**config.mk**
```make
export PLATFORM = sky130hd
export DESIGN_NAME = compliance_testutil
export DESIGN_NICKNAME = d
export VERILOG_FILES = /design/src/rtl/compliance_testutil.sv
export SDC_FILE = /design/constraint.sdc
export NUM_CORES = 1
export LEC_CHECK = 0
export BUFFER_PORTS_ARGS = -buffer_cell sky130_fd_sc_hd__clkbuf_2
export CAP_MARGIN = 25
export CORE_AREA = 2 2 208 149
export CTS_CLUSTER_SIZE = 12
export DETAILED_ROUTE_END_ITERATION = 8
export DIE_AREA = 0 0 210 151
export PLACE_DENSITY_LB_ADDON = 0.1
export SYNTH_ARGS = -nofsm -noshare
export SYNTH_HDL_FRONTEND = slang
export SYNTH_SLANG_ARGS = --single-unit
```
**constraint.sdc**
```tcl
create_clock -name clk -period 3.45 [get_ports clk]
set_clock_uncertainty 0.15 [all_clocks]
set_input_delay 0.69 -clock clk [delete_from_list [all_inputs] [get_ports clk]]
set_output_delay 0.69 -clock clk [all_outputs]
set_load 0.01 [all_outputs]
```
**src/rtl/compliance_testutil.sv**
```systemverilog
// -----------------------------------------------------------------------------
// compliance_testutil
// Bus-slave test utility for RV32 compliance runs. Captures the signature
// BEGIN/END pointers and the HALT write from the core. On HALT it walks the
// signature region of data memory through a dedicated read port and streams
// every word out on a valid/ready interface, ending with sig_last.
//
// Optional feature macro: TESTUTIL_TIMEOUT_EN
//   defined   - a watchdog counts cycles spent in RUN. After TIMEOUT_CYC cycles
//               with no HALT it raises timeout and halted and goes straight to
//               DONE without dumping anything.
//   undefined - there is no watchdog, timeout is held at 0 and RUN lasts
//               until HALT.
// -----------------------------------------------------------------------------
module compliance_testutil #(
    parameter logic [29:0] HALT_WADDR  = 30'h2007FFFD,
    parameter int          MEM_AW      = 18,
    parameter int          TIMEOUT_CYC = 1000000
) (
    input  logic              clk,
    input  logic              rst,
    input  logic              bus_stb,
    input  logic              bus_we,
    input  logic [29:0]       bus_adr,
    input  logic [31:0]       bus_dat_w,
    output logic              bus_ack,
    output logic              mem_re,
    output logic [MEM_AW-1:0] mem_adr,
    input  logic [31:0]       mem_rdata,
    output logic              sig_valid,
    input  logic              sig_ready,
    output logic [31:0]       sig_data,
    output logic              sig_last,
    output logic              halted,
    output logic              done,
    output logic              timeout
);

    localparam logic [29:0] BEGIN_WADDR = HALT_WADDR - 30'd1;
    localparam logic [29:0] END_WADDR   = HALT_WADDR - 30'd2;

    typedef enum logic [2:0] {
        ST_RUN   = 3'd0,
        ST_START = 3'd1,
        ST_FETCH = 3'd2,
        ST_WAIT  = 3'd3,
        ST_EMIT  = 3'd4,
        ST_DONE  = 3'd5
    } state_t;

    state_t state_r;
    state_t state_next_s;

    // Address decode of the current bus request
    logic hit_halt_s;
    logic hit_begin_s;
    logic hit_end_s;
    logic hit_any_s;

    // Registered bus request; writes take effect one cycle after the strobe
    logic              bus_ack_r;
    logic              wr_halt_r;
    logic              wr_begin_r;
    logic              wr_end_r;
    logic [MEM_AW-1:0] wdat_idx_r;

    // Signature pointers, stored as dram word indices
    logic [MEM_AW-1:0] begin_idx_r;
    logic [MEM_AW-1:0] end_idx_r;
    logic [MEM_AW-1:0] ptr_r;
    logic [MEM_AW-1:0] lim_r;
    logic [MEM_AW-1:0] ptr_next_s;
    logic [MEM_AW-1:0] ptr_inc_s;

    // Registered outputs
    logic              mem_re_r;
    logic [MEM_AW-1:0] mem_adr_r;
    logic              sig_valid_r;
    logic [31:0]       sig_data_r;
    logic              sig_last_r;
    logic              halted_r;
    logic              done_r;
    logic              timeout_r;

    logic              wdog_fire_s;

    // Only the word-index bits of a pointer matter; the rest is discarded
    logic unused_bits_s;
    assign unused_bits_s = ^{bus_dat_w[31:MEM_AW+2], bus_dat_w[1:0]};

    assign hit_halt_s  = (bus_adr == HALT_WADDR);
    assign hit_begin_s = (bus_adr == BEGIN_WADDR);
    assign hit_end_s   = (bus_adr == END_WADDR);
    assign hit_any_s   = hit_halt_s | hit_begin_s | hit_end_s;

    assign ptr_inc_s = ptr_r + {{(MEM_AW-1){1'b0}}, 1'b1};

`ifdef TESTUTIL_TIMEOUT_EN
    localparam int WD_W = $clog2(TIMEOUT_CYC + 1);

    logic [WD_W-1:0] wdog_r;

    // A HALT arriving on the last watchdog cycle still wins over the timeout
    assign wdog_fire_s = (state_r == ST_RUN) && !wr_halt_r &&
                         (wdog_r == WD_W'(TIMEOUT_CYC - 1));

    // Watchdog: counts cycles while the core is still running
    always_ff @(posedge clk or negedge rst) begin
        if (!rst) begin
            wdog_r <= {WD_W{1'b0}};
        end else if (state_r == ST_RUN) begin
            wdog_r <= wdog_r + {{(WD_W-1){1'b0}}, 1'b1};
        end else begin
            wdog_r <= wdog_r;
        end
    end
`else
    assign wdog_fire_s = 1'b0;
`endif

    // Bus front end: register ack and decoded write strobes
    always_ff @(posedge clk or negedge rst) begin
        if (!rst) begin
            bus_ack_r  <= 1'b0;
            wr_halt_r  <= 1'b0;
            wr_begin_r <= 1'b0;
            wr_end_r   <= 1'b0;
            wdat_idx_r <= {MEM_AW{1'b0}};
        end else begin
            bus_ack_r  <= bus_stb && hit_any_s;
            wr_halt_r  <= bus_stb && bus_we && hit_halt_s;
            wr_begin_r <= bus_stb && bus_we && hit_begin_s;
            wr_end_r   <= bus_stb && bus_we && hit_end_s;
            wdat_idx_r <= bus_dat_w[MEM_AW+1:2];
        end
    end

    // BEGIN/END pointer registers, writable only while the core runs
    always_ff @(posedge clk or negedge rst) begin
        if (!rst) begin
            begin_idx_r <= {MEM_AW{1'b0}};
            end_idx_r   <= {MEM_AW{1'b0}};
        end else if (state_r == ST_RUN) begin
            if (wr_begin_r) begin
                begin_idx_r <= wdat_idx_r;
            end else begin
                begin_idx_r <= begin_idx_r;
            end
            if (wr_end_r) begin
                end_idx_r <= wdat_idx_r;
            end else begin
                end_idx_r <= end_idx_r;
            end
        end else begin
            begin_idx_r <= begin_idx_r;
            end_idx_r   <= end_idx_r;
        end
    end

    // FSM state register
    always_ff @(posedge clk or negedge rst) begin
        if (!rst) begin
            state_r <= ST_RUN;
        end else begin
            state_r <= state_next_s;
        end
    end

    // FSM next-state and next read pointer
    always_comb begin
        state_next_s = state_r;
        ptr_next_s   = ptr_r;
        case (state_r)
            ST_RUN: begin
                if (wr_halt_r) begin
                    state_next_s = ST_START;
                end else if (wdog_fire_s) begin
                    state_next_s = ST_DONE;
                end else begin
                    state_next_s = ST_RUN;
                end
            end
            ST_START: begin
                // Unsigned compare: an END below BEGIN gives an empty dump
                if (ptr_r >= lim_r) begin
                    state_next_s = ST_DONE;
                end else begin
                    state_next_s = ST_FETCH;
                end
            end
            ST_FETCH: begin
                state_next_s = ST_WAIT;
            end
            ST_WAIT: begin
                state_next_s = ST_EMIT;
            end
            ST_EMIT: begin
                if (sig_ready) begin
                    ptr_next_s = ptr_inc_s;
                    if (sig_last_r) begin
                        state_next_s = ST_DONE;
                    end else begin
                        state_next_s = ST_FETCH;
                    end
                end else begin
                    state_next_s = ST_EMIT;
                end
            end
            ST_DONE: begin
                state_next_s = ST_DONE;
            end
            default: begin
                state_next_s = ST_RUN;
            end
        endcase
    end

    // Dump walk pointer and limit, latched from BEGIN/END at HALT
    always_ff @(posedge clk or negedge rst) begin
        if (!rst) begin
            ptr_r <= {MEM_AW{1'b0}};
            lim_r <= {MEM_AW{1'b0}};
        end else if ((state_r == ST_RUN) && wr_halt_r) begin
            ptr_r <= begin_idx_r;
            lim_r <= end_idx_r;
        end else begin
            ptr_r <= ptr_next_s;
            lim_r <= lim_r;
        end
    end

    // Memory read port: one strobe per FETCH, address from the walk pointer
    always_ff @(posedge clk or negedge rst) begin
        if (!rst) begin
            mem_re_r  <= 1'b0;
            mem_adr_r <= {MEM_AW{1'b0}};
        end else if (state_next_s == ST_FETCH) begin
            mem_re_r  <= 1'b1;
            mem_adr_r <= ptr_next_s;
        end else begin
            mem_re_r  <= 1'b0;
            mem_adr_r <= {MEM_AW{1'b0}};
        end
    end

    // Signature stream: load in WAIT, hold through EMIT until accepted
    always_ff @(posedge clk or negedge rst) begin
        if (!rst) begin
            sig_valid_r <= 1'b0;
            sig_data_r  <= 32'h0000_0000;
            sig_last_r  <= 1'b0;
        end else if (state_r == ST_WAIT) begin
            sig_valid_r <= 1'b1;
            sig_data_r  <= mem_rdata;
            sig_last_r  <= (ptr_inc_s == lim_r);
        end else if ((state_r == ST_EMIT) && sig_ready) begin
            sig_valid_r <= 1'b0;
            sig_data_r  <= sig_data_r;
            sig_last_r  <= 1'b0;
        end else begin
            sig_valid_r <= sig_valid_r;
            sig_data_r  <= sig_data_r;
            sig_last_r  <= sig_last_r;
        end
    end

    // Sticky status flags: halted on leaving RUN, done on entering DONE
    always_ff @(posedge clk or negedge rst) begin
        if (!rst) begin
            halted_r  <= 1'b0;
            done_r    <= 1'b0;
            timeout_r <= 1'b0;
        end else begin
            halted_r  <= halted_r | ((state_r == ST_RUN) && (state_next_s != ST_RUN));
            done_r    <= done_r | (state_next_s == ST_DONE);
            timeout_r <= timeout_r | wdog_fire_s;
        end
    end

    assign bus_ack   = bus_ack_r;
    assign mem_re    = mem_re_r;
    assign mem_adr   = mem_adr_r;
    assign sig_valid = sig_valid_r;
    assign sig_data  = sig_data_r;
    assign sig_last  = sig_last_r;
    assign halted    = halted_r;
    assign done      = done_r;
    assign timeout   = timeout_r;

endmodule

```
==> run metrics, run 1 <==
Met2 Routed Length 7970 um; initial core utilization 22.71%; layout cells sized above 1 39.55%; Die Width 210 um; Num CTS Buffers 17; Max Slew Vio Count 0; Area Growth Syn to Fin 25.68%; die height 151 um; cell-internal power 0.004249 W; Setup Buffers After CTS 0; Leak Pwr 4.179 nW; sequential area share after synthesis 56.50%; yosys warns 0; crit-path max cell delay 0.59 ns; FF-to-FF Start ptr_r[4]; clk_lat worst skew 0.43 ns; TritonCTS clock tree done; DR iter-0 viols 166; Worst EP arrival 2.99 ns; WS Path Type register to register; slowest stage cell, crit path dfrtp_1; Rel. slew slack 43.04%; min cycle time layout 2.771 ns; Mean Syn Cell Area 12.17 um^2; library cells used by synthesis 52; Fillers 3058; CP Capture Type register; CP required 3.67 ns; largest net degree at the start of global routing 69; startpoint types register; r2r endpoint sig_last; post-place setup slack 0.6783 ns; r2r setup slk 0.68 ns; Antenna diodes 0; H-tree depth 4; Setup WS post-layout 0.6792 ns; Async SR Flop Fraction 100.0%; M1 WL 8872 um; root buffer cell clkbuf_16; sequential power share 32.2%; Clk pin slew, worst setup/hold paths 0.06 ns; Core ar. 29640 um^2; TNS Setup 0 ns; Reg2Reg Depth 7; initial antenna violation count 0; Post-CTS Resized 0; vias in the first global route 4737; syn nets 671; number of flops mapped to enable cells by yosys 0; unrepaired setup endpoints after global routing no; row count 53; CP startpoint ptr_r[4]; final wirelength 17490 um; #FFs+latches synth 152; Comb power frac 40.0%; DRC 0; Worst Hold Class input pin to async pin; HPWL after detailed placement 12840 um; routed len/inst 16.00 um; total track usage 11.45%; GP Congestion 0.7928; part of the cycle the worst path needs 80.31%; highest metal used met4; total power 0.006734 W; critical path fanouts, max 11; clock share of power 27.8%; DR WL met3 457 um; vias per cell 4.150; global-route wire length before repair 27340 um; critical-path cell list and3_1 -> nand2_8 -> nor4_4 -> a22oi_1 -> or4_1 -> a2111oi_2 -> a21o_1; Fmax achieved 360.9 MHz; via count 4536; First-pass DRT Iterations 5; cts hold-fix bufs 0; synthesized instance count 553; pwr dens 795.8 nW/um^2; switching power total 0.002484 W; die area 31710 um^2; Final #Nets 814; final hold vios 0; CP endpoint sig_last; status completed; I/O pins 156; Post-Syn Area 6733 um^2; GR Overflow Total 0; final setup vio count 0; antenna-violating nets left 0; Switching Share 36.89%; worst vdd ir 0.4339 mV; Max Cap Viol 0; Hold WS 0.1211 ns; clock buffer depth 2; actual slew at the worst max-slew pin 0.8465 ns; Top FF cell, synth dfrtp_1; Clock Sinks 152; PortBufs 140
[layer usage]
| layer | GRT usage [%] | vias to the layer above |
|---|---|---|
| met1 | 16.23 | 2281 |
| met3 | 2.965 | 11 |
| li1 | - | 2192 |
| met2 | 16.93 | 52 |
| met4 | 3.830 | 0 |
| met5 | 0 | - |
[per-stage QoR]
stage	std cells	cell area [um^2]	utilization [%]
2_1_floorplan	553	6733	-
3_3_place_gp	1062	7881	26.59
3_5_place_dp	1062	7881	26.59
4_1_cts	1093	8462	28.55
5_1_grt	1093	8462	28.55
6_report	1093	8462	28.55
[critical path: cells and delay by family (launching register included)]
kind / cells / cell delay (ns)
AND/OR/NAND/NOR: 4 / 1.32
AO/OA/AOI/OAI: 3 / 0.64
flip-flops: 1 / 0.59
[registers in the layout, indices dropped and copies added, names as in the netlist]
signal       flops
wr_begin_r       1
sig_valid        1
wr_end_r         1
lim_r           18
sig_data        32
done             1
halted           1
mem_re           1
bus_ack          1
end_idx_r       18
wr_halt_r        1
mem_adr         18
sig_last         1
ptr_r           18
state_r          3
begin_idx_r     18
wdat_idx_r      18
[layout by cell type (no fill, tap or decap), types with 13 or more instances in the layout]
master,instances
clkbuf_16,17
nand3_1,13
mux2_2,87
xnor2_1,25
ha_1,19
buf_4,13
inv_1,23
nand4_1,14
dfrtp_1,152
a21oi_1,26
nor2_1,53
clkbuf_2,139
xor2_1,15
nand2_1,20
[synth_stat cells (6+ instances only)]
master / n / area, um^2
nor3_1: 9 / 45.04
and3_1: 6 / 37.54
xor2_1: 15 / 131.4
inv_1: 23 / 86.33
nand2_1: 21 / 78.83
nand4_1: 14 / 87.58
clkbuf_1: 10 / 37.54
mux2_2: 87 / 979.7
dfrtp_1: 152 / 3804
ha_1: 19 / 237.7
xnor2_1: 25 / 219.0
nand3_1: 13 / 65.06
a21oi_1: 26 / 130.1
nor4_1: 6 / 37.54
nor2_1: 53 / 198.9
o21ai_0: 7 / 35.03
[how the worst min path moves through the flow]
stage                     slack [ns]              to  cells past startpoint    from
after floorplan                 0.24  begin_idx_r[0]                      0     rst
final                           0.12    sig_data[21]                      1     rst
after global placement          0.30          halted                      1  halted
after detailed placement        0.31          halted                      1  halted
after CTS                       0.14    sig_data[21]                      1     rst
after global routing            0.16    sig_data[21]                      1     rst
[cell type report]
type / count / area (um^2) / share of cell area [%]
clock buffer: 20 / 456.7 / 5.397
tap: 385 / 481.7 / 5.693
sequential: 152 / 3804 / 44.95
timing repair buffer: 154 / 824.5 / 9.744
inverter: 23 / 86.33 / 1.020
multi-input combinational: 348 / 2685 / 31.73
clock inverter: 11 / 123.9 / 1.464
[power by group through the flow]
| stage | combinational (W) | clock, W | sequential [W] |
|---|---|---|---|
| 3_5_place_dp | 0.00270 | 0 | 0.00220 |
| 4_1_cts | 0.00271 | 0.00195 | 0.00217 |
| 6_report | 0.00270 | 0.00187 | 0.00217 |
| 2_1_floorplan | 0.00213 | 0 | 0.00211 |
| 5_1_grt | 0.00295 | 0.00201 | 0.00220 |
| 3_3_place_gp | 0.00267 | 0 | 0.00220 |
[logic make-up after synthesis]
| kind of cell | share of synthesized area (%) |
|---|---|
| buffers and inverters | 3.754 |
| multiplexers | 14.70 |
| AO/OA/AOI/OAI | 4.999 |
| adder cells (fa/ha/maj) | 3.531 |
| AND/OR/NAND/NOR | 11.26 |
| other | 0.05570 |
| flip-flops | 56.50 |
| XOR/XNOR | 5.204 |
Power figures use the tool's default switching activity.
==> run 2: changes to the inputs <==
--- a/config.mk
+++ b/config.mk
@@ -5,12 +5,13 @@
 export SDC_FILE = /design/constraint.sdc
 export NUM_CORES = 1
 export LEC_CHECK = 0
+export ABC_AREA = 1
 export BUFFER_PORTS_ARGS = -buffer_cell sky130_fd_sc_hd__clkbuf_2
 export CAP_MARGIN = 25
-export CORE_AREA = 2 2 208 149
+export CORE_AREA = 2 2 211 150
 export CTS_CLUSTER_SIZE = 12
 export DETAILED_ROUTE_END_ITERATION = 8
-export DIE_AREA = 0 0 210 151
+export DIE_AREA = 0 0 213 152
 export PLACE_DENSITY_LB_ADDON = 0.1
 export SYNTH_ARGS = -nofsm -noshare
 export SYNTH_HDL_FRONTEND = slang
==> constraint.sdc (replaced) <==
create_clock -name clk -period 2.75 [get_ports clk]
set_clock_uncertainty 0.15 [all_clocks]
set_input_delay 0.55 -clock clk [delete_from_list [all_inputs] [get_ports clk]]
set_output_delay 0.55 -clock clk [all_outputs]
set_load 0.01 [all_outputs]
==> run 2 against run 1 <==
Non-clock buffer count increased by 1. Die area increased by 2.1%. Sequential cell count is the same. Clock power rose by 28%. Critical path depth grew 4. Final cell count up 28%. Power is 29% lower. Sequential power rose by 4%. Via count is 22% higher. Highest routed layer unchanged.
==> run metrics, run 2 <==
initial core utilization 22.56% (-0.16 points); syn nets 931 (+39%); most frequent CP cell nor2_1; status completed; final wirelength 20120 um (+15%); Post-Layout Cell Count 1396 (+28%); TritonCTS clock tree done; cell-internal power 0.003615 W (-15%); cts hold-fix bufs 1 (+1); yosys warns 0 (unchanged); CP startpoint ptr_r[9]; Hold WS 0.05809 ns (-0.06302 ns); CP required 2.91 ns (-0.76 ns); layout cells sized above 1 23.36% (-16 points); Max Cap Viol 0 (unchanged); Num CTS Buffers 17 (unchanged); Post-synth top cells 281 x nand2_1, 152 x dfrtp_1, 87 x o21ai_0, 71 x inv_1, 53 x nand3_1; dpl cell area 8165 um^2 (+3.6%); placed insts 1363 (+28%); startpoint types register; Fmax achieved 416.7 MHz (+15%); Top FF cell, synth dfrtp_1; total track usage 13.15% (+1.7 points); hold path depth 1; critical path fanouts, max 19 (+8); min-delay src bus_dat_w[14]; switching power total 0.001166 W (-53%); antenna-violating nets left 0 (unchanged); vias in the first global route 5546 (+17%); PortBufs 140 (unchanged); die height 152 um (+0.66%); die area 32380 um^2 (+2.1%); Core ar. 30610 um^2 (+3.3%); FF-to-FF Start ptr_r[9]; #FFs+latches synth 152 (unchanged); Area Growth Syn to Fin 27.02%; Clk pin slew, worst setup/hold paths 0.07 ns (about the same); Largest register FFs 32 (unchanged); commonest cells after routing, fill and taps aside 281 x nand2_1, 152 x dfrtp_1, 139 x clkbuf_2; CP Capture Type register; I/O pins 156 (unchanged); clock share of power 50.2% (+22 points); Clock Sinks 152 (unchanged); HPWL after detailed placement 14740 um (+15%); routed len/inst 14.41 um (-9.9%); GR Overflow Total 0 (unchanged); sequential area share after synthesis 55.09% (-1.4 points); area of all placed cells without fillers 8770 um^2 (+3.6%); via count 5527 (+22%); Area contributors post-synth dfrtp_1 55%, nand2_1 15%, o21ai_0 6.3%, inv_1 3.9%, nand3_1 3.8%; slowest stage cell, crit path dfrtp_1; Final #Nets 1081 (+33%); DR iter-0 viols 237 (+43%); unrepaired setup endpoints after global routing no; Reg2Reg Depth 11 (+4); worst vdd ir 0.3091 mV (-29%); Async SR Flop Fraction 100.0% (unchanged); Die Width 213 um (+1.4%); final hold vios 0 (unchanged); WS Path Type register to register; Max Slew Vio Count 0 (unchanged); Setup Buffers After CTS 0 (unchanged); row count 54 (+1.9%); largest net degree at the start of global routing 60 (-13%); sequential power share 47.1% (+15 points); final setup vio count 0 (unchanged); r2r setup slk 0.35 ns (-0.33 ns); Fillers 3345 (+9.4%); Antenna diodes 0 (unchanged); actual slew at the worst max-slew pin 0.5266 ns (-0.3199 ns); crit-path max cell delay 0.47 ns (-0.12 ns); synthesized instance count 813 (+47%); part of the cycle the worst path needs 87.27% (+7.0 points); most frequent cell after synthesis nand2_1; Post-Syn Area 6904 um^2 (+2.5%); Leak Pwr 4.507 nW (+7.8%); library cells used by synthesis 35 (-33%); initial antenna violation count 0 (unchanged); global-route wire length before repair 32360 um (+18%); Worst EP arrival 2.56 ns (-0.43 ns); Rel. slew slack 64.52% (+21 points); DRC 0 (unchanged); GP Congestion 0.7697 (-2.9%); H-tree depth 4 (unchanged); clk_lat worst skew 0.44 ns (about the same); Post-CTS Resized 0 (unchanged); root buffer cell clkbuf_16; First-pass DRT Iterations 5 (unchanged); vias per cell 3.959 (-4.6%); Synth area leader dfrtp_1; TNS Setup 0 ns (unchanged); min cycle time layout 2.400 ns (-0.3708 ns); Worst Hold Class input pin to register; post-synth top area share 55.09% (-1.4 points); clock buffer depth 2 (unchanged); pwr dens 545.2 nW/um^2 (-31%); number of flops mapped to enable cells by yosys 0 (unchanged); Switching Share 24.39% (-12 points); Comb power frac 2.7% (-37 points); critical-path cell list ha_1 -> nand4_1 -> nor2_1 -> nand3_1 -> nor2b_1 -> nand3_2 -> nand2_1 -> nand2_2 -> inv_2 -> nand2_4 -> nor2_1; most common cell after layout, fill and taps aside nand2_1; Mean Syn Cell Area 8.492 um^2 (-30%); utilization after layout 28.65% (+0.11 points)
-- run 2: cell count changes after synthesis, sizes merged, moves of 25 or more --
cell and delta:
nand2 +265, o21ai +88, mux2 -87, inv +54, nand3 +44, xnor2 -25
-- run 2: logic make-up (layout without fill, tap and decap cells) --
group | after synthesis | count (layout) | synth area share [%]
adders and majority gates | 19 | 19 | 3.443
AOI/OAI and AO/OA | 110 | 110 | 8.336
and+or+nand+nor | 426 | 426 | 26.60
DFF | 152 | 152 | 55.09
xor gates and xnor gates | 3 | 3 | 0.5799
buffers and inverters | 102 | 265 | 5.890
other | 1 | 1 | 0.05432
-- run 2: metrics by stage --
step / worst slack (ns) / power, W
5_1_grt: 0.1423 / 0.004994
2_1_floorplan: 0.7592 / 0.002306
4_1_cts: 0.3219 / 0.004880
3_3_place_gp: 0.3284 / 0.002430
6_report: 0.3500 / 0.004781
3_5_place_dp: 0.3356 / 0.002430
-- run 2: worst max-delay path, delay by kind of cell, from the launching register on --
kind                     cells  cell delay, ns
flip-flops                   1            0.47
adder cells (fa/ha/maj)      1            0.35
buffers and inverters        1            0.05
AND/OR/NAND/NOR              9            1.24
-- run 2: path summary, 6_finish.rpt --
check	to
worst min register to register	sig_data[10]
worst max-delay path	mem_adr[3]
worst max register to register	mem_adr[3]
min in group asynchronous	begin_idx_r[11]
worst min-delay path	wdat_idx_r[12]
max in group asynchronous	begin_idx_r[1]
-- run 2: layout make-up --
cell class | count | area, um^2 | share of cell area [%]
Tap cell | 420 | 525.5 | 5.992
Clock buffer | 18 | 439.2 | 5.008
Timing Repair Buffer | 155 | 859.6 | 9.802
Multi-Input combinational cell | 559 | 2694 | 30.72
Clock inverter | 14 | 155.1 | 1.769
Sequential cell | 152 | 3804 | 43.37
Inverter | 78 | 292.8 | 3.339
-- run 2: power by group through the flow --
stage	clock [W]	sequential [W]	combinational, W
after detailed placement	0	0.00229	0.000136
final	0.00240	0.00225	0.000130
after global routing	0.00259	0.00225	0.000152
after global placement	0	0.00229	0.000137
after floorplan	0	0.00229	0.0000120
after CTS	0.00249	0.00225	0.000137
-- run 2: layer usage --
metal	global-route usage (%)	vias to the layer above	part of all wire, %
met3	2.604	11	3.2
met1	20.82	2558	56
met2	17.54	77	40
li1	-	2881	-
met4	4.029	0	0.98
met5	0	-	0
